--- config.mk ---
export PLATFORM = sky130hd
export DESIGN_NAME = stripe_packer
export DESIGN_NICKNAME = d
export VERILOG_FILES = /design/src/rtl/stripe_packer.sv
export SDC_FILE = /design/constraint.sdc
export NUM_CORES = 1
export LEC_CHECK = 0
export CORE_MARGIN = 2
export CORE_UTILIZATION = 40
export CTS_CLUSTER_SIZE = 12
export DETAILED_ROUTE_END_ITERATION = 12
export PLACE_DENSITY_LB_ADDON = 0.12
export SETUP_SLACK_MARGIN = 0.15
export SLEW_MARGIN = 20
export SYNTH_ARGS = -nofsm -noshare
export SYNTH_HDL_FRONTEND = slang
export SYNTH_SLANG_ARGS = --single-unit
export TNS_END_PERCENT = 30
--- constraint.sdc ---
create_clock -name clk -period 2 [get_ports clk]
set_input_delay 0.2 -clock clk [delete_from_list [all_inputs] [get_ports clk]]
set_output_delay 0.2 -clock clk [all_outputs]
set_load 0.01 [all_outputs]
--- src/rtl/stripe_packer.sv ---
`default_nettype none
// ============================================================================
// stripe_packer : frames packets (SOF, payload, EOF, PAD) into NUM_LANES-byte
//                 stripes with per-lane K flags. Optional macro IDLE_FILL_EN
//                 fills the line with all-IDLE stripes between packets.
// Revision      : 1.0
// ============================================================================
module stripe_packer #(
  parameter int         NUM_LANES = 4,
  parameter logic [7:0] SOF_BYTE  = 8'hFB,
  parameter logic [7:0] EOF_BYTE  = 8'hFD,
  parameter logic [7:0] PAD_BYTE  = 8'hF7
`ifdef IDLE_FILL_EN
  ,
  parameter logic [7:0] IDLE_BYTE = 8'hBC
`endif
) (
  input  logic                   clk,
  input  logic                   rst_n,
  input  logic [7:0]             s_data,
  input  logic                   s_valid,
  input  logic                   s_last,
  output logic                   s_ready,
  output logic [8*NUM_LANES-1:0] m_data,
  output logic [NUM_LANES-1:0]   m_k,
  output logic                   m_valid,
  input  logic                   m_ready
);

  localparam int               c_idx_w    = (NUM_LANES > 1) ? $clog2(NUM_LANES) : 1;
  localparam logic [c_idx_w-1:0] c_last_idx = c_idx_w'(NUM_LANES - 1);

  typedef enum logic [1:0] {
    ST_IDLE = 2'd0,
    ST_DATA = 2'd1,
    ST_EOF  = 2'd2,
    ST_PAD  = 2'd3
  } state_t;

  state_t                   state_q, state_d;
  logic [c_idx_w-1:0]       idx_q, idx_d;
  logic [8*NUM_LANES-1:0]   asm_data_q, asm_data_d;
  logic [NUM_LANES-1:0]     asm_k_q, asm_k_d;
  logic [8*NUM_LANES-1:0]   m_data_q, m_data_d;
  logic [NUM_LANES-1:0]     m_k_q, m_k_d;
  logic                     m_valid_q, m_valid_d;

  logic                     w_wr_ok;
  logic                     w_wr_en;
  logic                     w_complete;
  logic [7:0]               w_sym;
  logic                     w_sym_k;
  logic                     w_s_ready;

  // The only write blocker: the last slot would complete a stripe while the
  // output register still holds an unaccepted one.
  assign w_wr_ok = !((idx_q == c_last_idx) && m_valid_q && !m_ready);

  always_comb begin
    state_d   = state_q;
    w_wr_en   = 1'b0;
    w_sym     = 8'h00;
    w_sym_k   = 1'b0;
    w_s_ready = 1'b0;
    case (state_q)
      ST_IDLE: begin
        if (s_valid && w_wr_ok) begin
          w_wr_en = 1'b1;
          w_sym   = SOF_BYTE;
          w_sym_k = 1'b1;
          state_d = ST_DATA;
        end
      end
      ST_DATA: begin
        w_s_ready = w_wr_ok;
        if (s_valid && w_wr_ok) begin
          w_wr_en = 1'b1;
          w_sym   = s_data;
          w_sym_k = 1'b0;
          if (s_last) state_d = ST_EOF;
        end
      end
      ST_EOF: begin
        if (w_wr_ok) begin
          w_wr_en = 1'b1;
          w_sym   = EOF_BYTE;
          w_sym_k = 1'b1;
          state_d = (idx_q == c_last_idx) ? ST_IDLE : ST_PAD;
        end
      end
      ST_PAD: begin
        if (w_wr_ok) begin
          w_wr_en = 1'b1;
          w_sym   = PAD_BYTE;
          w_sym_k = 1'b1;
          if (idx_q == c_last_idx) state_d = ST_IDLE;
        end
      end
      default: state_d = ST_IDLE;
    endcase
  end

  always_comb begin
    w_complete = w_wr_en && (idx_q == c_last_idx);
    asm_data_d = asm_data_q;
    asm_k_d    = asm_k_q;
    idx_d      = idx_q;
    if (w_wr_en) begin
      asm_data_d[8*idx_q +: 8] = w_sym;
      asm_k_d[idx_q]           = w_sym_k;
      idx_d                    = w_complete ? '0 : idx_q + 1'b1;
    end

    m_data_d  = m_data_q;
    m_k_d     = m_k_q;
    m_valid_d = m_valid_q;
    if (m_valid_q && m_ready) m_valid_d = 1'b0;
    // The completing byte bypasses the assembly register into the output.
    if (w_complete) begin
      m_data_d  = asm_data_d;
      m_k_d     = asm_k_d;
      m_valid_d = 1'b1;
    end
`ifdef IDLE_FILL_EN
    else if ((state_q == ST_IDLE) && !s_valid && (!m_valid_q || m_ready)) begin
      m_data_d  = {NUM_LANES{IDLE_BYTE}};
      m_k_d     = '1;
      m_valid_d = 1'b1;
    end
`endif
  end

  always_ff @(posedge clk) begin
    if (!rst_n) begin
      state_q    <= ST_IDLE;
      idx_q      <= '0;
      asm_data_q <= '0;
      asm_k_q    <= '0;
      m_data_q   <= '0;
      m_k_q      <= '0;
      m_valid_q  <= 1'b0;
    end else begin
      state_q    <= state_d;
      idx_q      <= idx_d;
      asm_data_q <= asm_data_d;
      asm_k_q    <= asm_k_d;
      m_data_q   <= m_data_d;
      m_k_q      <= m_k_d;
      m_valid_q  <= m_valid_d;
    end
  end

  assign s_ready = w_s_ready;
  assign m_data  = m_data_q;
  assign m_k     = m_k_q;
  assign m_valid = m_valid_q;

endmodule
`default_nettype wire

# --- Word-level counts from Yosys, hierarchy flattened ---
# Cells that the tools add are included.
classes:
  addsub: 2
  n_mul: 0
  n_div: 0
  n_lt_le_gt_ge: 2
  n_eq_ne: 10
  shifts: 2
  muxes: 27
  bitwise_logic: 0
  reduce_logical: 13
op_table:
  columns: ["op", "n"]
  rows:
  - ["negation 5 -> 34 bit", 1]
  - ["variable shift 8 x 34 -> 32 bit (first input constant)", 1]
  - ["variable part select 8 x 34 -> 32 bit", 1]
  - ["bitwise mux 32 bit", 1]
  - ["2-to-1 mux 32 bit", 1]
  - ["2-to-1 mux 8 bit", 4]
  - ["case mux 8 bit (4 select lines)", 1]
  - ["2-to-1 mux 2 bit", 8]
  - ["inequality test 2 bit (second input constant)", 6]
  - ["case mux 2 bit (4 select lines)", 1]
  - ["equality test 2 bit (second input constant)", 3]
  - ["logical AND 1 bit", 6]
  - ["2-to-1 mux 1 bit", 6]
  - ["AND reduction 6 bit", 1]
  - ["bitwise mux 4 bit", 1]
  - ["2-to-1 mux 4 bit", 1]
  - ["OR reduction 2 bit", 2]
  - ["< comparator 2 x 3 -> 1 bit (second input constant)", 1]
  - ["case mux 1 bit (3 select lines)", 1]
  - ["adder 2 x 1 -> 2 bit (second input constant)", 1]
  - ["demux 1 bit (select 2 bit)", 1]
  - ["equality test 2 x 1 -> 1 bit (second input constant)", 1]
  - [">= comparator 2 x 1 -> 1 bit (second input constant)", 1]
  - ["zero test 1 bit", 2]
  - ["3 further kinds", 3]
word_totals:
  register_bits: 77
  latch_bits: 0
  ramBits: 0
  romBits: 0
  in_bits: 13
  out_inout_bits: 38
  word_cells: 63
  mem_count: 0

# --- Longest topological paths before layout ---
depth:
  depth_word: 10
  ltp_mapped: 7
  depth_no_buf: 6

# --- Worst setup path after synthesis ---
# Ideal clock, no wire load.
synth_timing:
  path_type: "reg-to-reg"
  from: "register idx_q[0]"
  to: "register m_data_q[2] (netlist: m_data[2])"
  setup_ps: 70
  arrival_time_ps: 1730
  required_time_ps: 1930
  slack_ps: 200
  path_stages_with_launch: 7
  path_buffers: 0
  period_less_slack_ps: 1800
  cell_sequence: "dfxtp_1 -> inv_1 -> ha_1 -> or3b_1 -> nand3b_1 -> a2bb2oi_1 -> a21oi_1"
synth_via:
  elab_chain_len: 10
  elab_cells_between_ends: 19
  cone_classes: "add/sub: 1; eq/ne: 1; shift: 2; mux: 10; reduce/logical: 5"
synth_lines:
  columns: ["item", "line_no", "rtl"]
  rows:
  - ["start: declaration", "41", "logic [c_idx_w-1:0] idx_q, idx_d;"]
  - ["start signal: assignment", "144", "idx_q <= idx_d;"]
  - ["equality test 2 bit", "57, 104", null]
  - ["logical AND 1 bit (2 in series)", "57", "assign w_wr_ok = !((idx_q == c_last_idx) && m_valid_q && !m_ready);"]
  - ["zero test 1 bit", "57", null]
  - ["logical AND 1 bit", "67, 76", null]
  - ["2-to-1 mux 8 bit (on tied branches)", "76, 67", null]
  - ["case mux 8 bit (4 select lines)", "65", "case (state_q)"]
  - ["variable part select 8 x 34 -> 32 bit", "109", "asm_data_d[8*idx_q +: 8] = w_sym;"]
  - ["bitwise mux 32 bit", "109", null]
  - ["2-to-1 mux 32 bit", "108", "if (w_wr_en) begin"]
  - ["end signal: assignment", "147", "m_data_q <= m_data_d;"]
  - ["end: declaration", "44", "logic [8*NUM_LANES-1:0] m_data_q, m_data_d;"]
# Several ways; a longest one is shown, not always the timed one.
# A chain may end at the register's enable or synchronous reset.

# --- Worst setup path in the final report ---
layout_timing:
  from: "register idx_q[0]"
  to: "register m_k_q[1] (netlist: m_k[1])"
layout_via:
  elab_chain_len: 9
  elab_cells_between_ends: 17
  cone_classes: "order compare: 2; eq/ne: 1; mux: 8; reduce/logical: 6"
layout_lines:
  columns: ["item", "line_no", "rtl"]
  rows:
  - ["equality test 2 bit", "57, 104", null]
  - ["logical AND 1 bit (2 in series)", "57", null]
  - ["zero test 1 bit", "57", null]
  - ["logical AND 1 bit", "67, 76", null]
  - ["2-to-1 mux 1 bit", "67, 76", null]
  - ["case mux 1 bit (3 select lines)", "65", null]
  - ["bitwise mux 4 bit", "110", "asm_k_d[idx_q] = w_sym_k;"]
  - ["2-to-1 mux 4 bit", "108", null]
  - ["end signal: assignment", "148", "m_k_q <= m_k_d;"]
  - ["end: declaration", "45", "logic [NUM_LANES-1:0] m_k_q, m_k_d;"]
# Several ways; a longest one is shown, not always the timed one.

==> metrics.yaml <==
synthesis:
  synth.most_common_cell: "dfxtp_1"
  synth_cells: 290
  yosysTopAreaCell: "dfxtp_1"
  async_flop_share_pct: 0
  syn_nets: 308
  ys_warn_count: 0
  netlist.area_leader.share_pct: 48.2
  synth_area_leaders: "dfxtp_1, o21ai_0, and2_1"
  synth_edf_count: 0
  ys_seq_elements: 68
  synth.yosys.seq_area_share_pct: 48.2
  syn_area_mm2: 0.00282
  synth-main-ff-cell: "dfxtp_1"
  synthTopCellsByCount: "dfxtp_1, o21ai_0, and2_1"
  postSynthAreaPerCell_um2: 9.74
  yosys.cell_types.count: 40
worst_setup_path:
  cp_data_arrival_time_ns: 2.01
  cp-start-kind: "flop"
  startpoint: "idx_q[0]$_SDFFE_PN0N_"
  crit_slowest_cell: "dfxtp_2"
  cp_max_fo: 9
  cp.required_ns: 2.22
  cp-end-kind: "flop"
  r2r-start: "idx_q[0]$_SDFFE_PN0N_"
  crit_chain: "buf_4 > ha_2 > nand3b_1 > buf_4 > nand2_1 > buf_4 > mux2i_2 > a21oi_1"
  slowest_delay_ns: 0.35
  critPathMostFrequentCell: "buf_4"
  criticalPathCategory: "reg -> reg"
sta:
  fin_crit_sh_pct: 89.8
  skew_ns: 0.00711
  layout_min_cycle_time_ns: 1.80
  rsz0062_at_grt: "true"
  worst_hold_slack_ns: 0.458
  slew_headroom_pct: 57.3
  slew_viol_final: 0
  hold_viol_final: 0
  tightestPinTransition_ns: 0.637
  fmax_ghz: 0.557
  setup_viol: 0
drt:
  post_drt_wl_per_cell_um: 15.2
  drtPass1Iterations: 4
  avgViaCountPerCell: 5.07
  drc: 0
  vias: 2277
  drt_iter0_drc: 103
  postRouteAntennaNets: 0
  routed_wl_mm: 6.81
clock_network:
  cts_buffers: 9
  clk_latency_ns: 0.33
  ctsHoldBuffers: 0
  cts_root_buf: "clkbuf_8"
  cts_tree: "yes"
  cts_buffer_depth: 2
  path_clk_slew_ns: 0.07
  h-tree-depth: 3
  cts_sinks: 68
floorplanning:
  io_pins: 51
  num_rows: 30
  die_x_um: 88.0
  die_area_mm2: 0.00775
  die_y_um: 88.0
  initial_utilization_pct: 41.3
  fp.coreArea_mm2: 0.00683
place:
  gp_congestion: 0.836
  dp_hpwl_mm: 4.44
  placed_cell_area_mm2: 0.00347
  io_buffer_count: 50
  dp_cells: 432
global_routing:
  antenna_found_initial: 0
  grt_util_all_layers_pct: 18.5
  grt_max_degree: 44
  grt_pass1_vias: 2165
  grt_pass1_wl_mm: 10.8
  grt_overflow: 0
final_layout:
  syn_to_final_growth_pct: 33.5
  instances_no_fill: 449
  layout-drive-gt1-share_pct: 20.1
  final_area_mm2: 0.00377
  post-route-util_pct: 55.2
  diodes: 0
  fin_nets: 366
power:
  p_leak_nw: 1.44
  peakVddDrop_mv: 0.425
  power_density_mw_per_mm2: 784
run_status:
  status: "complete, no violations"
min_path:
  hp-class: "reg -> reg"
  min_from: "m_k[3]$_SDFFE_PN0P_"
flow_run:
  max_cap_violations: 0
registers in the layout (all words and copies together) (netlist names):
name,count
m_data,32
asm_data_q,24
m_k,4
asm_k_q,3
idx_q,2
state_q,2
m_valid,1
per-layer routing:
layer / GRT usage, % / up-vias / wire (um)
li1: - / 1140 / -
met1: 25.0 / 1083 / 3340
met2: 29.1 / 46 / 3150
met3: 4.43 / 8 / 214
met4: 6.20 / 0 / 102
met5: 0 / - / 0
cell type report:
| class | count | area, um2 |
|---|---|---|
| well taps | 96 | 120 |
| repair buffers | 68 | 643 |
| multi-input cells | 199 | 1430 |
| clock inverters | 4 | 48.8 |
| inverters | 2 | 12.5 |
| fillers | 642 | 3060 |
| clock buffers | 12 | 145 |
| flip-flops and latches | 68 | 1370 |
metrics by stage:
| stage | setup WS (ns) | total power [W] | setup TNS [ns] |
|---|---|---|---|
| floorplan | 0.200 | 0.00168 | 0 |
| global placement | -0.226 | 0.00183 | -1.99 |
| detailed placement | -0.222 | 0.00183 | -2.72 |
| CTS | 0.0937 | 0.00294 | 0 |
| global route | 0.101 | 0.00310 | 0 |
| finish | 0.203 | 0.00295 | 0 |
power breakdown:
part,leakage [nW],total [W],switching (W),internal (W)
combinational,0.785,0.000430,0.000220,0.000209
clock,0.100,0.00111,0.000496,0.000609
sequential,0.551,0.00142,0.0000215,0.00140
cells by family after synthesis:
group                      after synthesis  synth area share [%]
DFF                                     68                  48.2
AOI/OAI and AO/OA                      106                  26.5
and+or+nand+nor                         84                  17.4
buffers and inverters                   23                  4.34
muxes                                    3                  1.06
xor gates and xnor gates                 1                 0.310
adders and majority gates                5                  2.22
worst paths after layout:
check,slack [ns],endpoint,cells past startpoint
max,0.20,m_k[1]$_SDFFE_PN0P_,8
min,0.46,m_k[3]$_SDFFE_PN0P_,2
max reg2reg,0.20,m_k[1]$_SDFFE_PN0P_,8
min reg2reg,0.46,m_k[3]$_SDFFE_PN0P_,2
repair_timing:
item	CTS	global route
pin swaps	0	2
resized for setup	2	25
setup buffers	0	1
endpoints found under the setup margin	26	54
cloned	0	0
critical path: cells and delay by family, from the launching register on:
kind,cells,cell delay (ns)
fa+ha+maj,1,0.21
simple gates,2,0.26
compound gates,1,0.09
buf+inv,3,0.53
flops,1,0.35
mux,1,0.24
cells in the final DEF, fill, tap and decap left out, drive strengths merged, types with 2 or more instances in the layout:
cell type / instances
mux2i: 3
clkbuf: 13
o21ai: 30
o21a: 5
nand2: 15
nor3b: 2
and3: 2
nor2: 13
a21o: 7
o2bb2ai: 13
clkinv: 3
buf: 18
ha: 5
a21boi: 9
nor2b: 11
or3b: 2
or3: 6
inv: 2
and2: 21
a21oi: 10
clkdlybuf4s50: 49
nand2b: 4
o21ba: 12
a2bb2oi: 6
nand3b: 5
o31ai: 5
a31oi: 6
dfxtp: 68
Power figures use the tool's default switching activity.
==> RTL change 1, RTL diff (config.mk and constraints unchanged) <==
The option `IDLE_FILL_EN` is turned on by a define.
--- a/src/rtl/stripe_packer.sv
+++ b/src/rtl/stripe_packer.sv
@@ -7,2 +7,4 @@
 // ============================================================================
+`define IDLE_FILL_EN
+
 module stripe_packer #(
Behaviour: not the same (a bounded check fails within 4 cycles, from zero or initial values and one cycle with rst_n low).
==> RTL change 1 against the original RTL <==
Area after synthesis rose by 3.4%. Via count rose by 17%. Sequential share of layout area fell by 2.6 points. Power rose by 4.4%. First-iteration DRC count fell by 48%. Worst setup slack got worse by 0.085 ns. Design area rose by 8.1%. Count of clock-buffer cells in the layout rose by 1. Die area rose by 3.3%. Sequential cell count did not move. Critical path type unchanged. Core utilization rose by 1.6 points. Critical path depth fell by 3. Routed wire length rose by 17%.
==> RTL change 1: results (changes against the original RTL) <==
| Metric | Value |
|---|---|
| Post-cts sizing count | 11 (+9) |
| Met2 global-route usage | 34.7% (+5.6 points) |
| Hold Path End | m_data[25] |
| Commonest cells in the netlist | dfxtp_1, o21ai_0, nand3_1 |
| Metal3 WL | 264 um (+23%) |
| Vias in the first global route | 2620 (+21%) |
| Critical path's slowest cell | or4_4 |
| Wire length on met2 | 3.86 mm (+22%) |
| Met3 global-route usage | 4.06% (-0.37 points) |
| Post-layout net count | 411 (+12%) |
| Max reg flops | 32 (unchanged) |
| Post-synth cell types | 42 (+5.0%) |
| Cell family with most CP delay | simple AND/OR/NAND/NOR gates |
| Initial antenna violation count | 0 (unchanged) |
| Routed WL | 7.96 mm (+17%) |
| Crit path arrival time | 2.17 ns (+0.16 ns) |
| Worst hold margin | 0.456 ns (-0.00187 ns) |
| Worst-Margin Slew | 0.411 ns (-0.226 ns) |
| DR iter-0 viols | 54 (-48%) |
| Peak fanout along the critical path | 6 (-3) |
| WL met1 | 3.75 mm (+12%) |
| Clock group | 1.06 mW (-5%) |
| Share of layout cells above drive strength 1 | 20.9% (+0.74 points) |
| Post-synth net total | 333 (+8.1%) |
| Post-layout min period | 1.88 ns (+0.0851 ns) |
| GRT Total Usage | 21.6% (+3.1 points) |
| RR Endpoint | m_data[21] |
| Slowest cell delay on critical path | 0.62 ns (+0.27 ns) |
| Worst Setup Slack post-DPL | -0.0575 ns (+0.165 ns) |
| Inst Count DP | 476 (+10%) |
| Post-DP Area | 3730 sq um (+7.6%) |
| Vias per cell | 5.35 (+5.5%) |
| Post-route insts no fill | 497 (+11%) |
| Reg2reg setup slack | 0.12 ns (-0.09 ns) |
| Number of fill cells | 674 (+5.0%) |
| FF-to-FF path depth | 5 (-3) |
| Final setup skew | 0.00621 ns (-0.000901 ns) |
| Peak supply drop | 0.000499 V (+17%) |
| Hold Startpoint | m_data[25] |
| Post-DP HPWL | 5.51 mm (+24%) |
| P_leak | 1.50 nW (+4.4%) |
| Routability cong. | 0.886 (+5.9%) |
| Combinational power | 554 uW (+29%) |
| Outcome | completed |
| Async S/R FF share, synth | 0% (unchanged) |
| Largest net degree at the start of global routing | 32 (-27%) |
| Seq/Total Area, Yosys | 46.6% (-1.6 points) |
| Post-CTS setup buffers | 1 (+1) |
| Global-route wire length before repair | 13.2 mm (+22%) |
==> RTL change 1: area by class of cell <==
type	instances	area (sq um)	area share [%]
Tap cell	99	124	3.04
Multi-Input combinational cell	218	1540	37.8
Clock inverter	3	20.0	0.492
Inverter	3	13.8	0.338
Clock buffer	13	169	4.15
Sequential cell	68	1370	33.6
Timing Repair Buffer	93	835	20.5
==> RTL change 1: worst max-delay path by stage <==
| stage | startpoint | end |
|---|---|---|
| 2_1_floorplan | idx_q[0] | m_data[20] |
| 3_3_place_gp | m_ready | m_data[23] |
| 3_5_place_dp | m_ready | m_data[20] |
| 4_1_cts | idx_q[0] | m_data[20] |
| 5_1_grt | idx_q[0] | m_data[20] |
| 6_report | idx_q[0] | m_data[21] |
==> RTL change 1: logic make-up (layout without fill, tap and decap cells) <==
logic type	count (synthesis)	count (layout)	share of synthesized area [%]
buf+inv	29	112	4.20
compound gates	104	104	25.6
fa+ha+maj	5	5	2.14
simple gates	107	107	20.8
flops	68	68	46.6
mux	2	2	0.686
==> RTL change 2, RTL diff (same flow settings) <==
Without the edit above. Re-encode `state_t` (4 states) as one-hot, 4 bits wide.
--- a/src/rtl/stripe_packer.sv
+++ b/src/rtl/stripe_packer.sv
@@ -32,7 +32,7 @@
 
-  typedef enum logic [1:0] {
-    ST_IDLE = 2'd0,
-    ST_DATA = 2'd1,
-    ST_EOF  = 2'd2,
-    ST_PAD  = 2'd3
+  typedef enum logic [3:0] {
+    ST_IDLE = 4'b0001,
+    ST_DATA = 4'b0010,
+    ST_EOF  = 4'b0100,
+    ST_PAD  = 4'b1000
   } state_t;
Formal check against the unedited RTL: same outputs for any inputs over 10 cycles, from zero or initial values and one cycle with rst_n low; not proved beyond that.
==> RTL change 2 against the original RTL <==
Largest cell class unchanged. Clock skew is 0.00082 ns higher. Worst setup slack worse by 0.081 ns. Non-clock buffer count rose by 16. Area after synthesis rose by 15%. Routed wire length rose by 24%. Power about the same. Design area up 17%. Sequential cell count up 2. First-iteration DRC count grew 48%.
==> RTL change 2: results (changes against the original RTL) <==
| Metric | Value |
|---|---|
| Peak fanout along the critical path | 15 (+6) |
| Post-layout net count | 460 (+26%) |
| Seq/Total Area, Yosys | 43.2% (-5.0 points) |
| Post-DP HPWL | 5.31 mm (+20%) |
| Post-cts sizing count | 8 (+6) |
| Outcome | completed |
| GRT Total Usage | 19.3% (+0.77 points) |
| Internal | 2.19 mW (-0.95%) |
| Wire length on met2 | 3.94 mm (+25%) |
| Synth top area cells | dfxtp_1, nand2_1, a21boi_0, nand2b_1, a31oi_1 |
| Routed WL | 8.45 mm (+24%) |
| Metal3 WL | 369 um (+72%) |
| Worst hold margin | 0.155 ns (-0.303 ns) |
| Number of fill cells | 723 (+13%) |
| Routability cong. | 0.735 (-12%) |
| Final setup skew | 0.00793 ns (+0.000823 ns) |
| Post-synth net total | 393 (+28%) |
| Class of the worst hold path | primary input to flop |
| Initial antenna violation count | 0 (unchanged) |
| Reg clk slew, reported paths | 0.08 ns |
| Post-CTS setup buffers | 1 (+1) |
| P_leak | 1.60 nW (+11%) |
| Largest net degree at the start of global routing | 65 (+48%) |
| DR iter-0 viols | 152 (+48%) |
| Vias in the first global route | 2495 (+15%) |
| Crit path arrival time | 2.15 ns (+0.14 ns) |
| Worst-Margin Slew | 0.397 ns (-0.241 ns) |
| Met2 global-route usage | 28.7% (-0.44 points) |
| Routed vias | 2811 (+23%) |
| Post-synth cell types | 47 (+18%) |
| Share of layout cells above drive strength 1 | 19.1% (-1.1 points) |
| Peak supply drop | 0.000436 V (+2.6%) |
| WL met1 | 4.04 mm (+21%) |
| Slowest cell delay on critical path | 0.59 ns (+0.24 ns) |
| M1 GR Usage | 26.9% (+1.9 points) |
| Met3 global-route usage | 4.90% (+0.47 points) |
| Critical path's slowest cell | or4b_4 |
| Commonest cells in the netlist | dfxtp_1, nand2_1, nand2b_1, a31oi_1, o21ai_1 |
| Synth warn | 0 (unchanged) |
| Sequential Power Share | 48.8% (+0.8 points) |
[RTL change 2: logic make-up (layout without fill, tap and decap cells)]
logic type,count (synthesis),after routing,share of synthesized area (%)
flops,70,70,43.2
buf+inv,31,102,4.28
mux,6,6,1.85
xor+xnor,1,1,0.270
fa+ha+maj,5,5,1.93
compound gates,110,110,22.6
simple gates,152,152,25.8
[RTL change 2: layout make-up]
| type | instances | area [sq um] | share of cell area (%) |
|---|---|---|---|
| sequential | 70 | 1410 | 31.9 |
| clock inverter | 4 | 48.8 | 1.10 |
| clock buffer | 11 | 131 | 2.97 |
| inverter | 3 | 15.0 | 0.340 |
| multi-input combinational | 274 | 1780 | 40.3 |
| timing repair buffer | 84 | 907 | 20.5 |
| tap | 102 | 128 | 2.89 |
[RTL change 2: path summary, 6_finish.rpt]
| path | depth (start not counted) | start | to |
|---|---|---|---|
| hold / removal | 3 | rst_n | state_q[1] |
| hold reg to reg | 2 | asm_data_q[9] | asm_data_q[9] |
| setup / recovery | 7 | state_q[0] | m_data[22] |
| setup reg to reg | 7 | state_q[0] | m_data[22] |
[RTL change 2: stage by stage]
step / area, sq um / std cells / TNS, ns / worst slack (ns) / total power [mW]
6_report: 4420 / 548 / 0 / 0.122 / 2.95
4_1_cts: 4210 / 539 / 0 / 0.120 / 2.94
2_1_floorplan: 3250 / 375 / 0 / 0.186 / 1.69
5_1_grt: 4420 / 548 / 0 / 0.0790 / 3.08
3_3_place_gp: 4000 / 523 / -2.17 / -0.0793 / 1.85
3_5_place_dp: 4000 / 523 / -3.28 / -0.108 / 1.85
[RTL change 2: critical path: cells and delay by family, from the launching register on]
kind / cells / cell delay, ns
AO/OA/AOI/OAI: 3 / 0.42
AND/OR/NAND/NOR: 2 / 0.72
flip-flops: 1 / 0.34
buffers and inverters: 2 / 0.32
